==> config.mk <==
export PLATFORM = sky130hd
export DESIGN_NAME = note_matcher_multi
export DESIGN_NICKNAME = d
export VERILOG_FILES = /design/src/rtl/note_matcher_multi.sv
export SDC_FILE = /design/constraint.sdc
export NUM_CORES = 2
export LEC_CHECK = 0
export BUFFER_PORTS_ARGS = -buffer_cell sky130_fd_sc_hd__buf_2
export CORE_MARGIN = 2
export CORE_UTILIZATION = 60
export DETAILED_ROUTE_END_ITERATION = 10
export GPL_ROUTABILITY_DRIVEN = 1
export GPL_TIMING_DRIVEN = 0
export MAX_ROUTING_LAYER = met4
export PLACE_DENSITY = 0.79
export SLEW_MARGIN = 20
export SYNTH_ARGS = -nofsm -noshare
export SYNTH_HDL_FRONTEND = slang
export SYNTH_SLANG_ARGS = --single-unit
==> constraint.sdc <==
create_clock -name clk -period 10.6 [get_ports clk]
set_input_delay 0.53 -clock clk [delete_from_list [all_inputs] [get_ports clk]]
set_output_delay 0.53 -clock clk [all_outputs]
set_load 0.02 [all_outputs]
==> src/rtl/note_matcher_multi.sv <==
// note_matcher_multi
//   Multi-lane rhythm-game note matcher. Each lane keeps a "future" slot (the
//   next upcoming note) and a "past" slot (the most recent note whose time has
//   gone by). A press is matched against whichever slot is closer in time.
//   Notes that are never matched are reported as misses. Presses that match
//   nothing are counted as ghosts.
//
// Ports
//   clk             rising-edge clock
//   reset           synchronous, active-low reset
//   pause           1 = presses ignored; fetch/promotion/timeout keep running
//   song_time       current song time in ticks
//   note_edge       per-lane single-cycle press pulse
//   note_time       per-lane next-note time (lane i at [i*TW +: TW]), all-ones = end
//   note_available  per-lane note_time valid
//   note_request    per-lane request for the next note
//   match_enable    per-lane one-cycle match pulse
//   match_time      per-lane time of the matched note (held between pulses)
//   match_err       per-lane absolute timing error (held between pulses)
//   match_late      per-lane 1 = press after note time (held between pulses)
//   miss_enable     per-lane one-cycle miss pulse
//   miss_time       per-lane time of the missed note (held between pulses)
//   hit_count, perfect_count, miss_count, ghost_count: saturating statistics

module note_matcher_multi #(
  parameter int LANES   = 5,
  parameter int TW      = 16,
  parameter int WINDOW  = 100,
  parameter int PERFECT = 5
) (
  input  logic                clk,
  input  logic                reset,
  input  logic                pause,
  input  logic [TW-1:0]       song_time,
  input  logic [LANES-1:0]    note_edge,
  input  logic [LANES*TW-1:0] note_time,
  input  logic [LANES-1:0]    note_available,
  output logic [LANES-1:0]    note_request,
  output logic [LANES-1:0]    match_enable,
  output logic [LANES*TW-1:0] match_time,
  output logic [LANES*TW-1:0] match_err,
  output logic [LANES-1:0]    match_late,
  output logic [LANES-1:0]    miss_enable,
  output logic [LANES*TW-1:0] miss_time,
  output logic [15:0]         hit_count,
  output logic [15:0]         perfect_count,
  output logic [15:0]         miss_count,
  output logic [15:0]         ghost_count
);

  typedef enum logic [1:0] {FETCH, ARMED, DONE} lane_state_t;

  localparam logic [TW-1:0] WIN       = TW'(WINDOW);
  localparam logic [TW:0]   WIN_X     = (TW+1)'(WINDOW);
  localparam logic [TW-1:0] PERF      = TW'(PERFECT);
  localparam logic [TW-1:0] END_MARK  = '1;

  lane_state_t       state_q [LANES];
  lane_state_t       state_d [LANES];
  logic [TW-1:0]     fut_time_q  [LANES];
  logic [TW-1:0]     past_time_q [LANES];
  logic [TW-1:0]     d_past [LANES];
  logic [TW-1:0]     d_fut  [LANES];
  logic [LANES-1:0]  past_valid_q, past_valid_d;
  logic [LANES-1:0]  fut_valid, press, past_ok, fut_ok;
  logic [LANES-1:0]  match_past, match_fut, match_any, ghost, perfect;
  logic [LANES-1:0]  promote, timeout, miss, load;
  logic [3:0]        n_hit, n_perfect, n_miss, n_ghost;

  function automatic logic [15:0] sat_add(input logic [15:0] a, input logic [3:0] b);
    logic [16:0] s;
    s = {1'b0, a} + 17'(b);
    return s[16] ? 16'hFFFF : s[15:0];
  endfunction

  // Per-lane slot evaluation and lane next-state. The past slot wins a press
  // only when it is strictly closer than a valid future note. The unsigned
  // d_fut wraps when the future note is already behind song_time, so such a
  // note can never be matched as "future"; it gets promoted instead.
  always_comb begin
    n_hit     = '0;
    n_perfect = '0;
    n_miss    = '0;
    n_ghost   = '0;
    for (int i = 0; i < LANES; i++) begin
      fut_valid[i]  = (state_q[i] == ARMED);
      press[i]      = note_edge[i] & ~pause;
      d_past[i]     = song_time - past_time_q[i];
      d_fut[i]      = fut_time_q[i] - song_time;
      past_ok[i]    = past_valid_q[i] && (d_past[i] <= WIN) &&
                      (!fut_valid[i] || (d_past[i] < d_fut[i]));
      fut_ok[i]     = fut_valid[i] && (d_fut[i] < WIN);
      match_past[i] = press[i] && past_ok[i];
      match_fut[i]  = press[i] && !past_ok[i] && fut_ok[i];
      match_any[i]  = match_past[i] || match_fut[i];
      ghost[i]      = press[i] && !past_ok[i] && !fut_ok[i];
      perfect[i]    = (match_past[i] && (d_past[i] <= PERF)) ||
                      (match_fut[i]  && (d_fut[i]  <= PERF));
      promote[i]    = fut_valid[i] && (fut_time_q[i] < song_time) && !match_fut[i];
      timeout[i]    = past_valid_q[i] && !match_past[i] &&
                      ({1'b0, song_time} > ({1'b0, past_time_q[i]} + WIN_X));
      miss[i]       = past_valid_q[i] && !match_past[i] && (promote[i] || timeout[i]);
      load[i]       = (state_q[i] == FETCH) && note_request[i] && note_available[i];

      past_valid_d[i] = past_valid_q[i];
      if (promote[i])
        past_valid_d[i] = 1'b1;
      else if (match_past[i] || timeout[i])
        past_valid_d[i] = 1'b0;

      state_d[i] = state_q[i];
      case (state_q[i])
        FETCH:
          if (load[i])
            state_d[i] = (note_time[i*TW +: TW] == END_MARK) ? DONE : ARMED;
        ARMED:
          if (promote[i] || match_fut[i])
            state_d[i] = FETCH;
        default:
          state_d[i] = DONE;
      endcase

      n_hit     = n_hit     + {3'b000, match_any[i]};
      n_perfect = n_perfect + {3'b000, perfect[i]};
      n_miss    = n_miss    + {3'b000, miss[i]};
      n_ghost   = n_ghost   + {3'b000, ghost[i]};
    end
  end

  // note_request is registered from the next state so it stays low during
  // reset and rises on the first edge after reset is released.
  always_ff @(posedge clk) begin
    if (!reset) begin
      for (int i = 0; i < LANES; i++) begin
        state_q[i]     <= FETCH;
        fut_time_q[i]  <= '0;
        past_time_q[i] <= '0;
      end
      past_valid_q  <= '0;
      note_request  <= '0;
      match_enable  <= '0;
      match_time    <= '0;
      match_err     <= '0;
      match_late    <= '0;
      miss_enable   <= '0;
      miss_time     <= '0;
      hit_count     <= '0;
      perfect_count <= '0;
      miss_count    <= '0;
      ghost_count   <= '0;
    end else begin
      for (int i = 0; i < LANES; i++) begin
        state_q[i]      <= state_d[i];
        note_request[i] <= (state_d[i] == FETCH);
        if (load[i] && (note_time[i*TW +: TW] != END_MARK))
          fut_time_q[i] <= note_time[i*TW +: TW];
        if (promote[i])
          past_time_q[i] <= fut_time_q[i];
        if (match_any[i]) begin
          match_time[i*TW +: TW] <= match_past[i] ? past_time_q[i] : fut_time_q[i];
          match_err[i*TW +: TW]  <= match_past[i] ? d_past[i] : d_fut[i];
          match_late[i]          <= match_past[i];
        end
        if (miss[i])
          miss_time[i*TW +: TW] <= past_time_q[i];
      end
      past_valid_q  <= past_valid_d;
      match_enable  <= match_any;
      miss_enable   <= miss;
      hit_count     <= sat_add(hit_count, n_hit);
      perfect_count <= sat_add(perfect_count, n_perfect);
      miss_count    <= sat_add(miss_count, n_miss);
      ghost_count   <= sat_add(ghost_count, n_ghost);
    end
  end

endmodule
* After elaboration in Yosys (flattened, before gate mapping) *
Memory sizes are Yosys's and may differ from the RTL's.
Cells that the tools add are included.
W data, S select, Z words.

word-level totals
  memory bits (writable) = 170
  output and inout bits = 324
  bits of input ports = 109
  memories kept = 3
  bits in registers = 329
  logic and storage cells = 387

memories
  memory       words  bits a word  rd ports  clocked after Yosys merged registers in  wr ports  RTL line  text
  fut_time_q   5      16           5         0                                        5         60        logic [TW-1:0] fut_time_q [LANES];
  past_time_q  5      16           5         0                                        5         61        logic [TW-1:0] past_time_q [LANES];
  state_q      5      2            5         0                                        5         58        lane_state_t state_q [LANES];

cells by class
  reductions and logical operators = 155
  bitwise logic cells = 21
  muxes and demuxes = 91
  add/sub/neg operators = 35
  equality and inequality tests = 15
  magnitude comparators = 35

operators by type and width
  kind                     count
  $mux W16                 24
  $le A16 B3 Y1 const B    10
  $lt A16 B16 Y1           10
  $sub A16 B16 Y16         10
  $add A16 B7 Y17 const B  5
  $gt A16 B17 Y1           5
  $logic_and A1 B1 Y1      85
  $eq A16 B16 Y1 const B   5
  $le A16 B7 Y1 const B    5
  $lt A16 B7 Y1 const B    5
  $ne A16 B16 Y1 const B   5
  $add A16 B4 Y17          4
  $mux W1                  42
  $mux W2                  20
  $logic_or A1 B1 Y1       30
  $logic_not A1 Y1         25
  $logic_not A2 Y1         10
  $pmux W2 S2              5
  $add A3 B1 Y4            4
  $add A4 B1 Y4            4
  $or A1 B1 Y1             15
  $add A2 B1 Y3            4
  $eq A2 B1 Y1 const B     5
  $reduce_bool A2 Y1       5
  3 further kinds          10

* Logic depth before layout (Yosys ltp) *
  depth in word-level cells = 17
  mapped depth = 34
  mapped depth without buffers = 34

* Worst setup path before layout *
OpenSTA, ideal clock, no wires.

  kind = input-to-reg
  start = input port song_time[1]
  end = register miss_count[10]
  data required time = 10.530 ns
  slack = 3.098 ns
  buffers on the path = 3
  library setup time = 0.070 ns
  arrival time = 7.432 ns
  stages on the path = 31
  cells stage by stage = inv_1 > ha_1 > nor2b_1 > o211a_1 > o2111ai_1 > nor2_1 > or3_1 > ha_1 > nand2_1 > a21oi_1 > a2111oi_0 > o31ai_1 > a311o_1 > nor3_2 > a311oi_2 > nor3_1 > o211a_1 > buf_2 > buf_4 > fa_1 > inv_1 > fa_1 > inv_1 > ha_1 > fa_1 > a21oi_1 > nor2b_1 > nand2_1 > or3_1 > clkbuf_1 > a21oi_1

between the ends
  longest elaborated chain between the ends = 17
  elaborated cells on any way between the ends = 121

ends and longest elaborated chain
  item                                                              RTL line  text
  start, declared                                                   34        input logic [TW-1:0] song_time,
  $sub A16 B16 Y16, on equally long branches                        88, 89
  $le A16 B7 Y1 / $lt A16 B16 Y1 (equally long branches)            90, 91
  $logic_and A1 B1 Y1 / $logic_or A1 B1 Y1 (equally long branches)  90, 91
  $logic_and A1 B1 Y1                                               90        past_ok[i] = past_valid_q[i] && (d_past[i] <= WIN) &&
  $logic_not A1 Y1                                                  94        match_fut[i] = press[i] && !past_ok[i] && fut_ok[i];
  $logic_and A1 B1 Y1 (2 in a row)                                  94
  $logic_not A1 Y1                                                  99        promote[i] = fut_valid[i] && (fut_time_q[i] < song_time) && !match_fut[i];
  $logic_and A1 B1 Y1                                               99
  $logic_or A1 B1 Y1                                                102       miss[i] = past_valid_q[i] && !match_past[i] && (promote[i] || timeout[i]);
  $logic_and A1 B1 Y1 *                                             102
  named net miss[0]                                                 67        logic [LANES-1:0] promote, timeout, miss, load;
  $add A1 B1 Y2 *                                                   125       n_miss = n_miss + {3'b000, miss[i]};
  $add A2 B1 Y3 *                                                   125
  $add A3 B1 Y4 *                                                   125
  $add A4 B1 Y4 *                                                   125
  $add A16 B4 Y17 *                                                 72        s = {1'b0, a} + 17'(b);
  $mux W16 *                                                        73        return s[16] ? 16'hFFFF : s[15:0];
  end signal, assigned                                              172       miss_count <= sat_add(miss_count, n_miss);
  end, declared                                                     47        output logic [15:0] miss_count,

The timed path passes the listed nets; every way through them passes the cells marked *.
A chain may end at the register's enable or synchronous reset.

* Worst setup path after layout *
  start = input port song_time[0]
  end = register miss_count[3]

Same word-level chain as after synthesis.

==> impl_metrics.env <==
export IMPL_outcome="complete, no violations"
export IMPL_cp_max_fo=10
export IMPL_row_count=88
export IMPL_grt_pass1_wl_mm=185
export IMPL_fin_setup_tns_ns=0
export IMPL_postCtsHoldBufs=0
export IMPL_dp_cells=5132
export IMPL_numCtsBuffers=53
export IMPL_async_flop_share_pct=0
export IMPL_final_cell_count_no_fill=5238
export IMPL_slowest_delay_ns=0.98
export IMPL_synth_ff_latch_count=499
export IMPL_p_leak_nw=17.1
export IMPL_post_cts_resized=0
export IMPL_cts_setup_buffers=0
export IMPL_overflow=0
export IMPL_peakVddDrop_mv=0.154
export IMPL_cts_sinks=499
export IMPL_finalClockSkew_ns=0.0187
export IMPL_ys_seq_area_share_pct=33.3
export IMPL_area_delta_synth_final_pct=14.2
export IMPL_setup_violations=0
export IMPL_ys_flop_type="dfxtp_1"
export IMPL_fill_cells=4783
export IMPL_via_per_inst=6.28
export IMPL_synth_edf_count=160
export IMPL_cp_start_kind="input pin"
export IMPL_via_count=32900
export IMPL_port_buffer_count=432
export IMPL_clk_latency_ns=0.63
export IMPL_slew_headroom_pct=12.5
export IMPL_die_y_um=245
export IMPL_cp_required_ns=11.15
export IMPL_worstHoldPathType="input pin to flop"
export IMPL_synthCells=3931
export IMPL_avgSynthCellArea_sq_um=8.85
export IMPL_ctsLongestPathBuffers=3
export IMPL_gp_congestion=1.02
export IMPL_pwr_density_cell_nw_per_um2=148
export IMPL_finalNetCount=4873
export IMPL_ant_nets=0
export IMPL_drt_iter0_drc=3376
export IMPL_start_util_pct=60.5
export IMPL_final_max_slew_viol_count=0
export IMPL_drive_above_1_share_pct=15.8
export IMPL_synth_top_cells_by_count="dfxtp_1, nand2_1, ha_1"
export IMPL_die_w_um=245
export IMPL_htreeDepth=2
export IMPL_synth_distinct_cells=105
export IMPL_wire_per_inst_um=24.0
export IMPL_io_pins=433
export IMPL_fmax_mhz=105
export IMPL_drc=0
export IMPL_whs_ns=0.189
export IMPL_die_area_sq_um=59900
export IMPL_critPathKind="input pin to flop"
export IMPL_hold_violations=0
export IMPL_cp_slowest_cell="nor3_1"
export IMPL_period_needed_ns=9.51
export IMPL_grt_pass1_vias=30400
export IMPL_rsz0062_at_grt="false"
export IMPL_gr_usage_all_layers_pct=42.1
export IMPL_cts_root_buf="clkbuf_16"
export IMPL_final_util_pct=69.2
export IMPL_arrival_ns=10.06
export IMPL_grt_max_degree=17
export IMPL_cts_tree="yes"
export IMPL_endpoint_kind="flop"
export IMPL_hpwl_mm=96.2
export IMPL_antenna_found_initial=7
export IMPL_cap_violations=0
export IMPL_synth_area_leaders="dfxtp_1, edfxtp_1, ha_1"
export IMPL_synth_top_cell_by_area="dfxtp_1"
export IMPL_syn_nets=4382
export IMPL_yosys_warnings=0
export IMPL_netlist_area_leader_share_pct=19.5
export IMPL_core_area_sq_um=57500
export IMPL_clk_pin_slew_ns=0.06
export IMPL_synth_most_common_cell="dfxtp_1"
export IMPL_period_share_pct=89.7
export IMPL_wl_mm=126
export IMPL_netlist_area_sq_um=34800
export IMPL_first_pass_iters=6
export IMPL_worst_pin_slew_ns=1.31
metrics by stage:
stage          total power [mW]  worst slack (ns)  cell area, sq um
2_1_floorplan              3.43              3.10             34800
3_3_place_gp               3.93             0.458             37900
3_5_place_dp               3.96             0.667             38000
4_1_cts                    5.82              1.26             39700
5_1_grt                    6.14             0.657             39700
6_report                   5.88              1.09             39800
critical path: cells and delay by family:
kind / cells / cell delay [ns]
adders and majority gates: 7 / 2.41
buffers and inverters: 7 / 1.89
AOI/OAI and AO/OA: 12 / 2.72
and+or+nand+nor: 6 / 2.14
xor gates and xnor gates: 1 / 0.34
where the power goes:
group	internal [mW]	switching, mW
logic	0.687	1.12
clock network	1.05	0.845
registers	2.06	0.116
total	3.80	2.08
layer usage:
metal	wire, um	vias to the layer above	share of wire, %	track usage [%]
met4	8080	0	6.4	22.7
li1	-	15200	-	-
met1	49400	15500	39	53.4
met3	14200	358	11	9.40
met5	0	-	0	-
met2	54100	1802	43	62.6
flip-flops by register name, summed over array words and instances, names as in the netlist:
register,count
fut_time_q,80
match_late,5
match_err,80
perfect_count,16
miss_enable,5
note_request,5
ghost_count,16
miss_time,80
hit_count,16
match_time,80
past_valid_q,5
state_q,10
miss_count,16
past_time_q,80
match_enable,5
worst paths after layout:
| check | end | cells past startpoint | startpoint | slack [ns] |
|---|---|---|---|---|
| max reg2reg | miss_count[3]$_SDFF_PN0_ | 31 | past_time_q[0][0]$_SDFFCE_PP0P_ | 1.50 |
| min reg2reg | miss_time[47]$_SDFFE_PN0P_ | 2 | miss_time[47]$_SDFFE_PN0P_ | 0.45 |
| max | miss_count[3]$_SDFF_PN0_ | 33 | song_time[0] | 1.09 |
| min | fut_time_q[0][30]$_SDFFCE_PP0P_ | 2 | note_time[30] | 0.19 |
final cells by class:
| cell class | instances | area [sq um] | area share [%] |
|---|---|---|---|
| well taps | 765 | 957 | 2.41 |
| plain buffers | 150 | 668 | 1.68 |
| clock inverters | 28 | 220 | 0.554 |
| inverters | 240 | 901 | 2.27 |
| multi-input cells | 3042 | 21700 | 54.5 |
| clock buffers | 72 | 1530 | 3.85 |
| repair buffers | 436 | 2210 | 5.55 |
| flip-flops and latches | 499 | 11600 | 29.2 |
| diodes | 6 | 15.0 | 0.0378 |
logic make-up (layout without fill, tap and decap cells):
kind of cell,Yosys count,in the layout,synth area share [%]
AO/OA/AOI/OAI,927,927,17.5
AND/OR/NAND/NOR,1367,1367,21.0
multiplexers,201,201,5.81
buffers and inverters,390,926,4.48
adder cells (fa/ha/maj),342,342,12.8
flip-flops,499,499,33.3
other,0,6,0
XOR/XNOR,205,205,5.16
layout by cell type (no fill, tap or decap), drive strengths merged, types with 54 or more instances in the layout:
cell type / synthesis / routed
o21ai: 171 / 171
xnor2: 142 / 142
edfxtp: 160 / 160
inv: 239 / 245
nor3: 67 / 67
nand2: 332 / 332
and2: 137 / 137
buf: 34 / 470
a21oi: 312 / 312
a21o: 59 / 59
dfxtp: 339 / 339
clkbuf: 116 / 188
a211oi: 102 / 102
ha: 320 / 320
nor2b: 126 / 126
nand2b: 54 / 54
xor2: 63 / 63
nand4: 83 / 83
mux2i: 193 / 193
nor2: 261 / 261
nand3: 72 / 72
and3: 58 / 58
No activity file was read; power rests on OpenSTA's default activity.
